--- src/rtl/vram_port_arbiter.sv ---
// VRAM port arbiter: fixed-schedule display fetch with strict priority, host req/ack in free slots.
// Optional build macro VRAM_ARB_STATS_EN adds the stall_cnt output.
module vram_port_arbiter #(
  parameter int H_TOTAL       = 800,
  parameter int V_TOTAL       = 525,
  parameter int H_ACTIVE      = 640,
  parameter int V_ACTIVE      = 480,
  parameter int WORDS_PER_ROW = 40,
  parameter int ROW_SHIFT     = 4,
  parameter int VRAM_WORDS    = 1200,
  parameter int ADDR_W        = 11
) (
  input  logic              pixel_clk,
  input  logic              arstn,
  input  logic [9:0]        drawX,
  input  logic [9:0]        drawY,
  input  logic              host_req,
  input  logic              host_we,
  input  logic [ADDR_W-1:0] host_addr,
  input  logic [31:0]       host_wdata,
  input  logic [3:0]        host_wstrb,
  output logic              host_ack,
  output logic [31:0]       host_rdata,
  output logic              host_err,
  output logic [31:0]       disp_word,
`ifdef VRAM_ARB_STATS_EN
  output logic [15:0]       stall_cnt,
`endif
  output logic              ram_en,
  output logic [3:0]        ram_we,
  output logic [ADDR_W-1:0] ram_addr,
  output logic [31:0]       ram_wdata,
  input  logic [31:0]       ram_rdata
);

  typedef enum logic [1:0] {H_IDLE, H_RD, H_ACK} host_state_t;
  typedef enum logic [1:0] {OWN_NONE, OWN_DISP, OWN_HOST} owner_t;

  localparam logic [9:0]        X_COL_LIMIT = 10'(H_ACTIVE - 3);
  localparam logic [9:0]        X_ROW_FETCH = 10'(H_TOTAL - 3);
  localparam logic [9:0]        X_LAST      = 10'(H_TOTAL - 1);
  localparam logic [9:0]        Y_LAST      = 10'(V_TOTAL - 1);
  localparam logic [9:0]        Y_ACTIVE    = 10'(V_ACTIVE);
  localparam logic [ADDR_W-1:0] ADDR_LIMIT  = ADDR_W'(VRAM_WORDS);

  host_state_t       state;
  owner_t            owner;
  logic [31:0]       disp_buf;
  logic              err_pend;
  logic [9:0]        next_y;
  logic              slot_col;
  logic              slot_row;
  logic              fetch_slot;
  logic [ADDR_W-1:0] fetch_addr;
  logic              can_issue;
  logic              issue;
  logic              in_range;

  // Fetch one column word 3 pixels ahead, and the first word of the next line during h-blank.
  assign next_y     = (drawY == Y_LAST) ? 10'd0 : drawY + 10'd1;
  assign slot_col   = (drawY < Y_ACTIVE) && (drawX[3:0] == 4'd13) && (drawX < X_COL_LIMIT);
  assign slot_row   = (drawX == X_ROW_FETCH) && (next_y < Y_ACTIVE);
  assign fetch_slot = slot_col || slot_row;

  always_comb begin
    if (slot_row)
      fetch_addr = ADDR_W'((32'(next_y) >> ROW_SHIFT) * 32'(WORDS_PER_ROW));
    else
      fetch_addr = ADDR_W'((32'(drawY) >> ROW_SHIFT) * 32'(WORDS_PER_ROW)
                           + ((32'(drawX) + 32'd3) >> 4));
  end

  // No issue during the ack cycle, so a held request starts a fresh transaction afterwards.
  assign can_issue = (state == H_IDLE) && host_req && !host_ack;
  assign issue     = can_issue && !fetch_slot;
  assign in_range  = host_addr < ADDR_LIMIT;

  always_comb begin
    ram_en    = 1'b0;
    ram_we    = 4'd0;
    ram_addr  = '0;
    ram_wdata = 32'd0;
    if (arstn) begin
      if (fetch_slot) begin
        ram_en   = 1'b1;
        ram_addr = fetch_addr;
      end else if (issue && in_range) begin
        ram_en   = 1'b1;
        ram_addr = host_addr;
        if (host_we) begin
          ram_we    = host_wstrb;
          ram_wdata = host_wdata;
        end
      end
    end
  end

  // The owner tag remembers who issued last cycle's read so the two data paths never mix.
  always_ff @(posedge pixel_clk) begin
    if (!arstn) begin
      state      <= H_IDLE;
      owner      <= OWN_NONE;
      disp_buf   <= 32'd0;
      disp_word  <= 32'd0;
      host_ack   <= 1'b0;
      host_err   <= 1'b0;
      host_rdata <= 32'd0;
      err_pend   <= 1'b0;
    end else begin
      host_ack <= 1'b0;
      host_err <= 1'b0;

      if (fetch_slot)
        owner <= OWN_DISP;
      else if (issue && in_range && !host_we)
        owner <= OWN_HOST;
      else
        owner <= OWN_NONE;

      if (owner == OWN_DISP)
        disp_buf <= ram_rdata;
      if ((drawX[3:0] == 4'hF) || (drawX == X_LAST))
        disp_word <= disp_buf;

      case (state)
        H_IDLE: begin
          if (issue) begin
            if (!in_range) begin
              err_pend   <= 1'b1;
              host_rdata <= 32'd0;
              state      <= H_ACK;
            end else if (host_we) begin
              err_pend <= 1'b0;
              state    <= H_ACK;
            end else begin
              err_pend <= 1'b0;
              state    <= H_RD;
            end
          end
        end
        H_RD: begin
          host_rdata <= ram_rdata;
          state      <= H_ACK;
        end
        H_ACK: begin
          host_ack <= 1'b1;
          host_err <= err_pend;
          state    <= H_IDLE;
        end
        default: state <= H_IDLE;
      endcase
    end
  end

`ifdef VRAM_ARB_STATS_EN
  // Counts host cycles lost to fetch collisions, restarting at the top of each frame.
  always_ff @(posedge pixel_clk) begin
    if (!arstn || ((drawX == 10'd0) && (drawY == 10'd0)))
      stall_cnt <= 16'd0;
    else if (can_issue && fetch_slot && (stall_cnt != 16'hFFFF))
      stall_cnt <= stall_cnt + 16'd1;
  end
`endif

endmodule

--- config.mk ---
export PLATFORM = sky130hd
export DESIGN_NAME = vram_port_arbiter
export DESIGN_NICKNAME = d
export VERILOG_FILES = /design/src/rtl/vram_port_arbiter.sv
export SDC_FILE = /design/constraint.sdc
export NUM_CORES = 1
export LEC_CHECK = 0
export CAP_MARGIN = 0
export CORE_AREA = 2 2 168 137
export CTS_CLUSTER_DIAMETER = 40
export DETAILED_ROUTE_END_ITERATION = 6
export DIE_AREA = 0 0 170 139
export GPL_ROUTABILITY_DRIVEN = 0
export GPL_TIMING_DRIVEN = 0
export PLACE_DENSITY = 0.51
export REMOVE_ABC_BUFFERS = 1
export SLEW_MARGIN = 25
export SYNTH_ARGS = -nofsm -noshare
export SYNTH_HDL_FRONTEND = slang
export SYNTH_SLANG_ARGS = --single-unit
--- constraint.sdc ---
create_clock -name pixel_clk -period 2.9 [get_ports pixel_clk]
set_input_delay 0.29 -clock pixel_clk [delete_from_list [all_inputs] [get_ports pixel_clk]]
set_output_delay 0.29 -clock pixel_clk [all_outputs]
set_load 0.1 [all_outputs]
==> flow_summary.toml, run 1 <==
[flow_run]
cap_violations = 0

[sta]
fmax_mhz = 313
fin_crit_sh = 1.10
whs_ps = 405
fin_ws_ps = -295
maxSlewViolCount = 0
rsz0062_at_grt = "yes"
hold_viol = 0
period_needed_ps = 3190
clock_skew_ps = 11.8
tightest_slew_ps = 1070
setup_viol = 4
slew_headroom = 0.286

[floorplan]
rows = 49
start_util = 0.246
dieWidth_microns = 170
coreArea_sq_um = 22100
die_area_sq_um = 23600
fp.dieH_microns = 139
top_level_ports = 217

[finish]
final_common_cell = "clkdlybuf4s50_1"
diodes = 0
final_cell_mix = "147 x clkdlybuf4s50_1, 133 x nand2_1, 101 x dfxtp_1"
syn2layout_area_growth_pct = 70.7
stdcell_count = 1144
fin_nets = 986
drive_gt1_frac = 0.222
post-route-util = 0.420

[global_route]
track_usage = 0.159
antenna_found_initial = 0
grt_overflow = 0
grt_max_degree = 71
grt_pass1_wl_microns = 29800
grt_pass1_vias = 5134

[route]
vias = 5371
wl_per_cell_microns = 17.1
final_antenna_net_count = 0
viasPerCell = 4.69
drc_errors = 0
routed_wl_microns = 19600
dr.pass1.iters = 4
drt-initial-drc-count = 199

[power_and_ir_drop]
intPower_uw = 2520
seqPwrFrac = 0.400
p_sw_frac = 0.305
leakagePower_uw = 0.00329
powerDensity_nw_per_um2 = 392
p_switching_uw = 1110
ir_drop_uv = 207
clock_power_share = 0.337
pwr-share-comb = 0.262

[yosys]
synth-compound-area-share = 0.238
synth_edf_count = 0
synthAdderAreaFrac = 0.0572
yosys.area_share.simple = 0.238
ys_warn_count = 0
synth_flop_cell = "dfxtp_1"
syn_area_per_cell_sq_um = 8.44
synthXorXnorAreaFrac = 0.0334
synth_cell_type_count = 50
synth_mux_area_frac = 0.00554
ys_seq_area_frac = 0.380
synth.cell_area_sq_um = 5420
ys_ff_latch = 103
synth-async-reset-ratio = 0
synthCells = 643
synth_top_family_by_area = "simple AND/OR/NAND/NOR gates"

[clocking]
cts_root_buf = "clkbuf_16"
worstSkewPairLatency_ps = 350
clock-sinks = 103
cts_tree = "yes"
cts.clk_slew.worst_paths_ps = 70
cts_buffers = 9
clock_path_buffers = 2
cts_hold_buffers = 0
h-tree-depth = 3

[critical_path]
critPathKind = "input port to output port"
reg2regPathDepth = 7
crit_fanout = 3
regToRegStartpoint = "state[0]"
reg2reg_slack_ps = 600
worstSetupStartpointType = "input port"
worstPathArrival_ps = 2900
end_kind = "output port"
r2r_end = "host_rdata[10]"
cp.required_ps = 2610
endpoint = "ram_addr[10]"
critPathLaunch = "drawX[0]"

[worst_hold_path]
hold_class = "input port to register"

[outcome]
outcome = "finished with violations"
violations = "negative setup slack"

[placed_design]
dp.cells = 1102
io_buffers = 216
post-dp-hpwl_microns = 13000
place_ws_ps = -1860
## flip-flops by register name, indices dropped and copies added (netlist names)
signal	count
host_rdata	32
owner	2
state	2
host_err	1
disp_word	32
disp_buf	32
err_pend	1
host_ack	1
## power by group through the flow
| stage | clock (uW) | sequential, uW | combinational (uW) |
|---|---|---|---|
| after floorplan | 0 | 1570 | 333 |
| after global placement | 0 | 1490 | 747 |
| after detailed placement | 0 | 1490 | 768 |
| after CTS | 1280 | 1450 | 870 |
| after global routing | 1350 | 1460 | 1000 |
| final | 1220 | 1450 | 952 |
## final cells by class
class	instances	area, sq um
inverters	16	60.1
multi-input cells	479	3540
clock inverters	6	70.1
repair buffers	251	2950
flip-flops and latches	103	2060
clock buffers	9	225
fillers	2172	12800
well taps	280	350
## kinds of logic (layout without fill, tap and decap cells)
group	Yosys count	after routing
and+or+nand+nor	256	257
DFF	103	103
adders and majority gates	23	23
AOI/OAI and AO/OA	177	177
muxes	3	3
buffers and inverters	62	282
xor gates and xnor gates	19	19
## how the worst min path moves through the flow
stage | startpoint | endpoint | cells after the start
after floorplan | host_we | owner[1] | 1
after global placement | err_pend | host_err | 1
after detailed placement | err_pend | host_err | 1
after CTS | arstn | err_pend | 2
after global routing | arstn | err_pend | 2
final | arstn | disp_word[24] | 2
## per-stage QoR
step / total power [uW] / instance area, sq um / setup TNS [ps]
after detailed placement: 2250 / 7960 / -80400
after floorplan: 1900 / 5220 / -12660
after global placement: 2240 / 7740 / -414010
after CTS: 3600 / 8850 / -869
final: 3630 / 9260 / -772
after global routing: 3810 / 9260 / -1890
## timing repair
action                     4_1_cts  5_1_grt
cloned                           1        3
pin swaps                       23       20
buffers inserted                15        8
resized for setup              483       84
setup endpoints to repair       48       48
## synthesized netlist by cell type (4+ instances only)
library cell / count / share of area
nand2_1: 137 / 0.095
dfxtp_1: 103 / 0.38
a21boi_0: 64 / 0.089
and2_1: 39 / 0.045
clkbuf_1: 39 / 0.027
o21ai_0: 34 / 0.031
a32oi_1: 32 / 0.052
nand3b_1: 32 / 0.044
ha_1: 20 / 0.046
inv_1: 16 / 0.011
a21oi_1: 13 / 0.012
nor2_1: 11 / 0.0076
xnor2_1: 11 / 0.018
a22o_1: 10 / 0.016
xor2_1: 7 / 0.011
nor3_1: 6 / 0.0055
and3_1: 5 / 0.0058
nand3_1: 4 / 0.0037
nor2b_1: 4 / 0.0046
o21ai_1: 4 / 0.0037
## worst max-delay path, stage by stage
cell      delay (ps)
buf_8             70
o2111a_2         220
and3_4           230
nand3_4          100
xnor2_2          190
ha_4             280
o21ai_1           70
o21a_1           210
nor4_4           230
xor3_2           340
a211o_1          290
a21oi_2          190
buf_12           200
## layer usage
layer / share of wire / track usage
met1: 0.49 / 0.226
met2: 0.46 / 0.249
met5: 0 / 0
met3: 0.043 / 0.0351
met4: 0.0094 / 0.0288
Note: power is estimated with default switching activity, not from simulation.
==> inputs of run 2 (changes only) <==
--- a/config.mk
+++ b/config.mk
@@ -5,7 +5,7 @@
 export SDC_FILE = /design/constraint.sdc
 export NUM_CORES = 1
 export LEC_CHECK = 0
-export CAP_MARGIN = 0
+export CAP_MARGIN = 20
 export CORE_AREA = 2 2 168 137
 export CTS_CLUSTER_DIAMETER = 40
 export DETAILED_ROUTE_END_ITERATION = 6
==> results of run 2 <==
Same layout as run 1: the final DEF is identical, and so are final timing and power.
